===== config.mk =====
export PLATFORM = sky130hd
export DESIGN_NAME = muldiv_sequencer
export DESIGN_NICKNAME = d
export VERILOG_FILES = /design/src/rtl/muldiv_sequencer_pkg.sv /design/src/rtl/muldiv_signfix.sv /design/src/rtl/muldiv_sequencer.sv
export SDC_FILE = /design/constraint.sdc
export NUM_CORES = 1
export LEC_CHECK = 0
export BUFFER_PORTS_ARGS = -buffer_cell sky130_fd_sc_hd__buf_2
export CAP_MARGIN = 20
export CORE_MARGIN = 5
export CORE_UTILIZATION = 25
export DETAILED_ROUTE_END_ITERATION = 10
export GPL_TIMING_DRIVEN = 1
export PLACE_DENSITY = 0.42
export SYNTH_ARGS = -nofsm -noshare
export SYNTH_HDL_FRONTEND = slang
export SYNTH_SLANG_ARGS = --single-unit

===== constraint.sdc =====
create_clock -name clk -period 3.05 [get_ports clk]
set_input_delay 0.61 -clock clk [delete_from_list [all_inputs] [get_ports clk]]
set_output_delay 0.61 -clock clk [all_outputs]
set_load 0.02 [all_outputs]

===== src/rtl/muldiv_sequencer_pkg.sv =====
// Shared encodings for the multiply/divide sequencer: op codes, FSM states and default widths.
package muldiv_sequencer_pkg;

  localparam int DATA_WIDTH_DEF = 32;
  localparam int OP_WIDTH_DEF   = 3;
  localparam int CNT_WIDTH_DEF  = 6;

  localparam int OP_MULT  = 0;
  localparam int OP_MULTU = 1;
  localparam int OP_DIV   = 2;
  localparam int OP_DIVU  = 3;
  localparam int OP_MTHI  = 4;
  localparam int OP_MTLO  = 5;

  localparam logic [1:0] ST_IDLE   = 2'd0;
  localparam logic [1:0] ST_RUN    = 2'd1;
  localparam logic [1:0] ST_FINISH = 2'd2;

endpackage


===== src/rtl/muldiv_signfix.sv =====
// Conditional two's-complement negate; used as abs() on operands and as sign fixup on results.
module muldiv_signfix
  import muldiv_sequencer_pkg::*;
#(
  parameter int WIDTH = 2 * DATA_WIDTH_DEF
) (
  input  logic [WIDTH-1:0] value,
  input  logic             negate,
  output logic [WIDTH-1:0] result
);

  assign result = negate ? (~value + WIDTH'(1)) : value;

endmodule


===== src/rtl/muldiv_sequencer.sv =====
// Iterative shift-add multiply / restoring divide unit owning the HI/LO pair.
module muldiv_sequencer
  import muldiv_sequencer_pkg::*;
#(
  parameter int DATA_WIDTH = DATA_WIDTH_DEF,
  parameter int OP_WIDTH   = OP_WIDTH_DEF,
  parameter int CNT_WIDTH  = CNT_WIDTH_DEF
) (
  input  logic                  clk,
  input  logic                  rst_n,
  input  logic                  start_in,
  input  logic [OP_WIDTH-1:0]   op_in,
  input  logic [DATA_WIDTH-1:0] rs_data_in,
  input  logic [DATA_WIDTH-1:0] rt_data_in,
  input  logic                  abort_in,
  output logic [DATA_WIDTH-1:0] hi_out,
  output logic [DATA_WIDTH-1:0] lo_out,
  output logic                  busy_out,
  output logic                  done_out
);

  localparam int W = DATA_WIDTH;

  logic [1:0]           state_reg;
  logic [CNT_WIDTH-1:0] cnt_reg;
  logic [2*W-1:0]       acc_reg;
  logic [W-1:0]         opnd_reg;
  logic [W-1:0]         rs_orig_reg;
  logic [W-1:0]         hi_reg, lo_reg;
  logic                 is_div_reg, sign_diff_reg, rem_neg_reg, div_zero_reg, done_reg;

  logic op_mul, op_div, op_signed;
  assign op_mul    = (op_in == OP_WIDTH'(OP_MULT)) || (op_in == OP_WIDTH'(OP_MULTU));
  assign op_div    = (op_in == OP_WIDTH'(OP_DIV))  || (op_in == OP_WIDTH'(OP_DIVU));
  assign op_signed = (op_in == OP_WIDTH'(OP_MULT)) || (op_in == OP_WIDTH'(OP_DIV));

  // Operand conditioning: index 0 is rs, index 1 is rt.
  logic [W-1:0] src_raw [2];
  logic [W-1:0] src_mag [2];
  logic         src_neg [2];
  assign src_raw[0] = rs_data_in;
  assign src_raw[1] = rt_data_in;

  for (genvar gi = 0; gi < 2; gi++) begin : g_cond
    assign src_neg[gi] = op_signed & src_raw[gi][W-1];
    muldiv_signfix #(.WIDTH(W)) u_abs (
      .value  (src_raw[gi]),
      .negate (src_neg[gi]),
      .result (src_mag[gi])
    );
  end

  // Multiply step: carry out of the upper-half add shifts back in at the top.
  logic [W:0]     mul_sum;
  logic [2*W-1:0] mul_next;
  assign mul_sum  = {1'b0, acc_reg[2*W-1:W]} + {1'b0, opnd_reg};
  assign mul_next = acc_reg[0] ? {mul_sum, acc_reg[W-1:1]} : {1'b0, acc_reg[2*W-1:1]};

  // Divide step: the shifted partial remainder is W+1 bits, so trial in W+2 bits.
  logic [W+1:0]   div_trial;
  logic           div_ok;
  logic [2*W-1:0] div_next;
  assign div_trial = {1'b0, acc_reg[2*W-1:W-1]} - {2'b00, opnd_reg};
  assign div_ok    = (div_trial[W+1:W] == 2'b00);
  assign div_next  = {div_ok ? div_trial[W-1:0] : acc_reg[2*W-2:W-1], acc_reg[W-2:0], div_ok};

  logic [2*W-1:0] prod_res;
  logic [W-1:0]   quot_res, rem_res;
  muldiv_signfix #(.WIDTH(2*W)) u_prod_fix (
    .value (acc_reg), .negate (sign_diff_reg), .result (prod_res)
  );
  muldiv_signfix #(.WIDTH(W)) u_quot_fix (
    .value (acc_reg[W-1:0]), .negate (sign_diff_reg), .result (quot_res)
  );
  muldiv_signfix #(.WIDTH(W)) u_rem_fix (
    .value (acc_reg[2*W-1:W]), .negate (rem_neg_reg), .result (rem_res)
  );

  // Divide by zero reports the dividend exactly as issued, not its magnitude.
  logic [W-1:0] hi_fin, lo_fin;
  assign hi_fin = is_div_reg ? (div_zero_reg ? rs_orig_reg : rem_res)  : prod_res[2*W-1:W];
  assign lo_fin = is_div_reg ? (div_zero_reg ? '1          : quot_res) : prod_res[W-1:0];

  always_ff @(posedge clk) begin
    if (!rst_n) begin
      state_reg     <= ST_IDLE;
      cnt_reg       <= '0;
      acc_reg       <= '0;
      opnd_reg      <= '0;
      rs_orig_reg   <= '0;
      hi_reg        <= '0;
      lo_reg        <= '0;
      is_div_reg    <= 1'b0;
      sign_diff_reg <= 1'b0;
      rem_neg_reg   <= 1'b0;
      div_zero_reg  <= 1'b0;
      done_reg      <= 1'b0;
    end else begin
      done_reg <= 1'b0;
      case (state_reg)
        ST_IDLE: begin
          if (start_in) begin
            if (op_mul || op_div) begin
              state_reg     <= ST_RUN;
              cnt_reg       <= '0;
              is_div_reg    <= op_div;
              acc_reg       <= {{W{1'b0}}, op_div ? src_mag[0] : src_mag[1]};
              opnd_reg      <= op_div ? src_mag[1] : src_mag[0];
              sign_diff_reg <= src_neg[0] ^ src_neg[1];
              rem_neg_reg   <= src_neg[0];
              div_zero_reg  <= op_div && (rt_data_in == '0);
              rs_orig_reg   <= rs_data_in;
            end else if (op_in == OP_WIDTH'(OP_MTHI)) begin
              hi_reg <= rs_data_in;
            end else if (op_in == OP_WIDTH'(OP_MTLO)) begin
              lo_reg <= rs_data_in;
            end
          end
        end
        ST_RUN: begin
          if (abort_in) begin
            state_reg <= ST_IDLE;
          end else begin
            acc_reg <= is_div_reg ? div_next : mul_next;
            cnt_reg <= cnt_reg + CNT_WIDTH'(1);
            if (cnt_reg == CNT_WIDTH'(W-1)) state_reg <= ST_FINISH;
          end
        end
        ST_FINISH: begin
          state_reg <= ST_IDLE;
          if (!abort_in) begin
            hi_reg   <= hi_fin;
            lo_reg   <= lo_fin;
            done_reg <= 1'b1;
          end
        end
        default: state_reg <= ST_IDLE;
      endcase
    end
  end

  assign hi_out   = hi_reg;
  assign lo_out   = lo_reg;
  assign busy_out = (state_reg != ST_IDLE);
  assign done_out = done_reg;

endmodule


==> impl_results.md <==
* Status: complete, but fails checks
* Violated checks: setup timing
* RD Place Congestion at 0.896
* TNS Setup at -0.225 ns
* Largest net degree at the start of global routing at 75
* Synth top cells by count: nand2_1 (358), dfxtp_1 (205), clkbuf_1 (179)
* Starting density of the core at 25.2%
* CTS Sinks at 205
* Root buf cell: clkbuf_16
* Grt met3 use at 2.79%
* Reg2Reg Capture Point: acc_reg[44]
* Final WS setup at -0.0763 ns
* Nets at 2814
* Initial DRC count at 1445
* Pwr dens at 382 nW/um^2
* First-pass iteration count of the detailed router at 8
* M2 GR Usage at 34.6%
* Final hold vios at 0
* Vias per Instance at 5.32
* Area share of the largest cell type after synthesis at 23.8%
* Startpoint types: flip-flop
* Die H at 273 um
* Register area at 4150 sq um
* Min-delay src: rs_data_in[17]
* Min Tclk post-route at 3.13 ns
* Final setup violation count at 7
* CTS HTree Levels at 1
* MaxCap Viol Count at 0
* Area Growth Syn to Fin at 34.1%
* Synth warnings at 0
* Wirelength per Cell at 23.2 um
* Skew-Pair Late Insertion Delay at 0.59 ns
* Fin Clk Skew at 0.0417 ns
* Cell Area, Synth at 17300 sq um
* Layout cells sized above 1 at 27.6%
* EDFF count, synth at 0
* Total GRT Usage at 21.4%
* Worst reg2reg path depth at 13
* Detailed Place HPWL at 65500 um
* Clock share of power at 39.9%
* Critical Path End Type: flip-flop
* Async set-or-reset flop fraction in the synthesized netlist at 0%
* First-pass GRT wire length at 123000 um
* Sw power at 2.94 mW
* Seq cells post-synth at 205
* Post-Syn Instances at 2330
* Distinct cells, synth at 82
* Fmax at 320 MHz
* Worst-Margin Slew at 0.822 ns
* Max Fanout on Critical Path at 5
* CTS tree: built
* Standard-cell rows at 96
* Max reg flops at 64
* Die width at 273 um
* Max-slew violation count at 0
* Worst-path clk slew at 0.06 ns
* Rel. slew slack at 45.2%
* Clock Tree Buf Depth at 3
* Int Power at 5.89 mW
* Reg2reg setup slack at -0.08 ns
* Comb pwr share at 27.2%
* Port Buffers at 136
* Part of the cycle the worst path needs at 103%
* DIE AREA at 74400 sq um
* Worst Hold Depth at 3
* Area leader, netlist: dfxtp_1
* RSZ-0062 raised after global routing: true
* Multi-input logic area at 12800 sq um
* Max VDD drop at 0.411 mV
* RR Startpoint: opnd_reg[9]
* CTS Hold Bufs at 0
* Initial antenna violation count at 6
* Setup CP Type: flip-flop to flip-flop
* Worst endpoint data arrival time at 3.63 ns
* Vias in the first global route at 18.7k
* Synth Area per Inst at 7.41 sq um
* I/O pin total at 137
* Static leakage at 9.54 nW
* Post-Place Worst Slack at -0.268 ns
* Gr busiest metal: met2
* Routed vias at 19.3k
* Fill cells at 7324
* Switching Fraction at 33.3%
* Met1 Usage GRT at 29.9%
* Hold EP: rs_orig_reg[17]
* Sequential fraction of the synthesis area at 23.8%
* HP Class: input pin to flip-flop
* Sequential share of power at 32.9%
* Core Footprint at 68600 sq um
* Total CTS buffers at 28
* Count leader, synth: nand2_1
* DRT Wirelength at 84300 um
* Syn Nets at 2472
* DRC at 0
* Total global routing overflow at 0
* Area contributors post-synth: dfxtp_1 (24%), nand2_1 (7.8%), xnor2_1 (7.1%)
* CP required at 3.55 ns
* Most used DFF post-synth: dfxtp_1
* Antenna-violating nets left at 0
logic make-up (layout without fill, tap and decap cells):
logic type,count (synthesis),in the layout,synth area share [%]
compound gates,780,780,30.4
xor+xnor,201,201,10.2
fa+ha+maj,71,71,5.23
buf+inv,271,633,6.02
flops,205,205,23.8
mux,79,79,4.67
other cells,0,2,0
simple gates,723,723,19.7
critical path, cell delays in order, from the launching register on:
cell and delay, ns:
dfxtp_4 0.39, inv_4 0.04, ha_4 0.23, buf_4 0.15
a21o_1 0.18, a21o_1 0.23, a22o_1 0.22, a21o_1 0.17
o31a_1 0.35, xnor2_4 0.19, clkbuf_16 0.17, or3_4 0.37
a31oi_4 0.18, a22o_1 0.15
power groups by stage:
stage / sequential [mW] / combinational, mW / clock, mW
after floorplan: 2.94 / 1.18 / 0
after global placement: 2.95 / 2.22 / 0
after detailed placement: 2.95 / 2.21 / 0
after CTS: 2.90 / 2.29 / 3.57
after global routing: 2.91 / 2.58 / 3.68
final: 2.90 / 2.40 / 3.52
metrics by stage:
step / util [%] / instance area (sq um) / instances / power [mW] / hold WS (ns)
floorplan: - / 17300 / 2330 / 4.12 / 0.429
global placement: 30.8 / 21100 / 3542 / 5.17 / 0.439
detailed placement: 30.8 / 21100 / 3543 / 5.17 / 0.442
CTS: 32.8 / 22500 / 3604 / 8.76 / 0.330
global route: 33.7 / 23100 / 3623 / 9.18 / 0.339
finish: 33.7 / 23100 / 3625 / 8.83 / 0.342
how the worst max path moves through the flow:
stage                   start           end  slack (ns)  cells after the start
2_1_floorplan   rs_data_in[6]  opnd_reg[29]       -0.11                     10
3_3_place_gp   rs_data_in[22]  opnd_reg[30]       -0.45                      9
3_5_place_dp      acc_reg[32]   acc_reg[59]       -0.27                     13
4_1_cts           acc_reg[18]    hi_out[20]       0.001                     10
5_1_grt           opnd_reg[9]   acc_reg[62]       -0.18                     14
6_report          opnd_reg[9]   acc_reg[44]       -0.08                     13
layout by cell type (no fill, tap or decap), drive strengths merged, types with 14 or more instances in the layout:
cell | netlist | layout
nand4 | 22 | 22
or3 | 19 | 19
xor2 | 61 | 61
mux2i | 67 | 67
clkbuf | 179 | 40
o21ai | 195 | 195
ha | 69 | 69
o21a | 14 | 14
o221ai | 41 | 41
a211oi | 25 | 25
o211ai | 78 | 78
inv | 65 | 65
a21oi | 124 | 124
dfxtp | 205 | 205
a31oi | 33 | 33
nor2 | 107 | 107
nor3 | 31 | 31
buf | 27 | 517
nor2b | 18 | 18
nand3 | 50 | 50
a21o | 32 | 32
or4 | 24 | 24
nand2b | 19 | 19
and3 | 16 | 16
nand2 | 359 | 359
nor4 | 17 | 17
o211a | 18 | 18
o41ai | 14 | 14
o31ai | 44 | 44
xnor2 | 140 | 140
a21boi | 85 | 85
per-layer routing:
metal	part of all wire, %	vias to the layer above	routed length [um]
met2	46	569	38600
met3	5.8	101	4890
met1	45	9460	38100
li1	-	9150	-
met5	0	-	0
met4	3.2	0	2690
layout make-up:
class / instances / area share [%]
Antenna cell: 2 / 0.0216
Clock buffer: 39 / 3.51
Clock inverter: 11 / 0.654
Inverter: 65 / 1.07
Multi-Input combinational cell: 1854 / 55.3
Sequential cell: 205 / 17.9
Tap cell: 931 / 5.03
Timing Repair Buffer: 518 / 16.5
timing repair:
| action | in CTS | in global routing |
|---|---|---|
| cloned | 0 | 2 |
| pin swaps | 26 | 59 |
| gates resized for setup | 65 | 113 |
| endpoints found under the setup margin | 38 | 48 |
| setup buffers | 12 | 17 |
(Power assumes the default switching activity.)
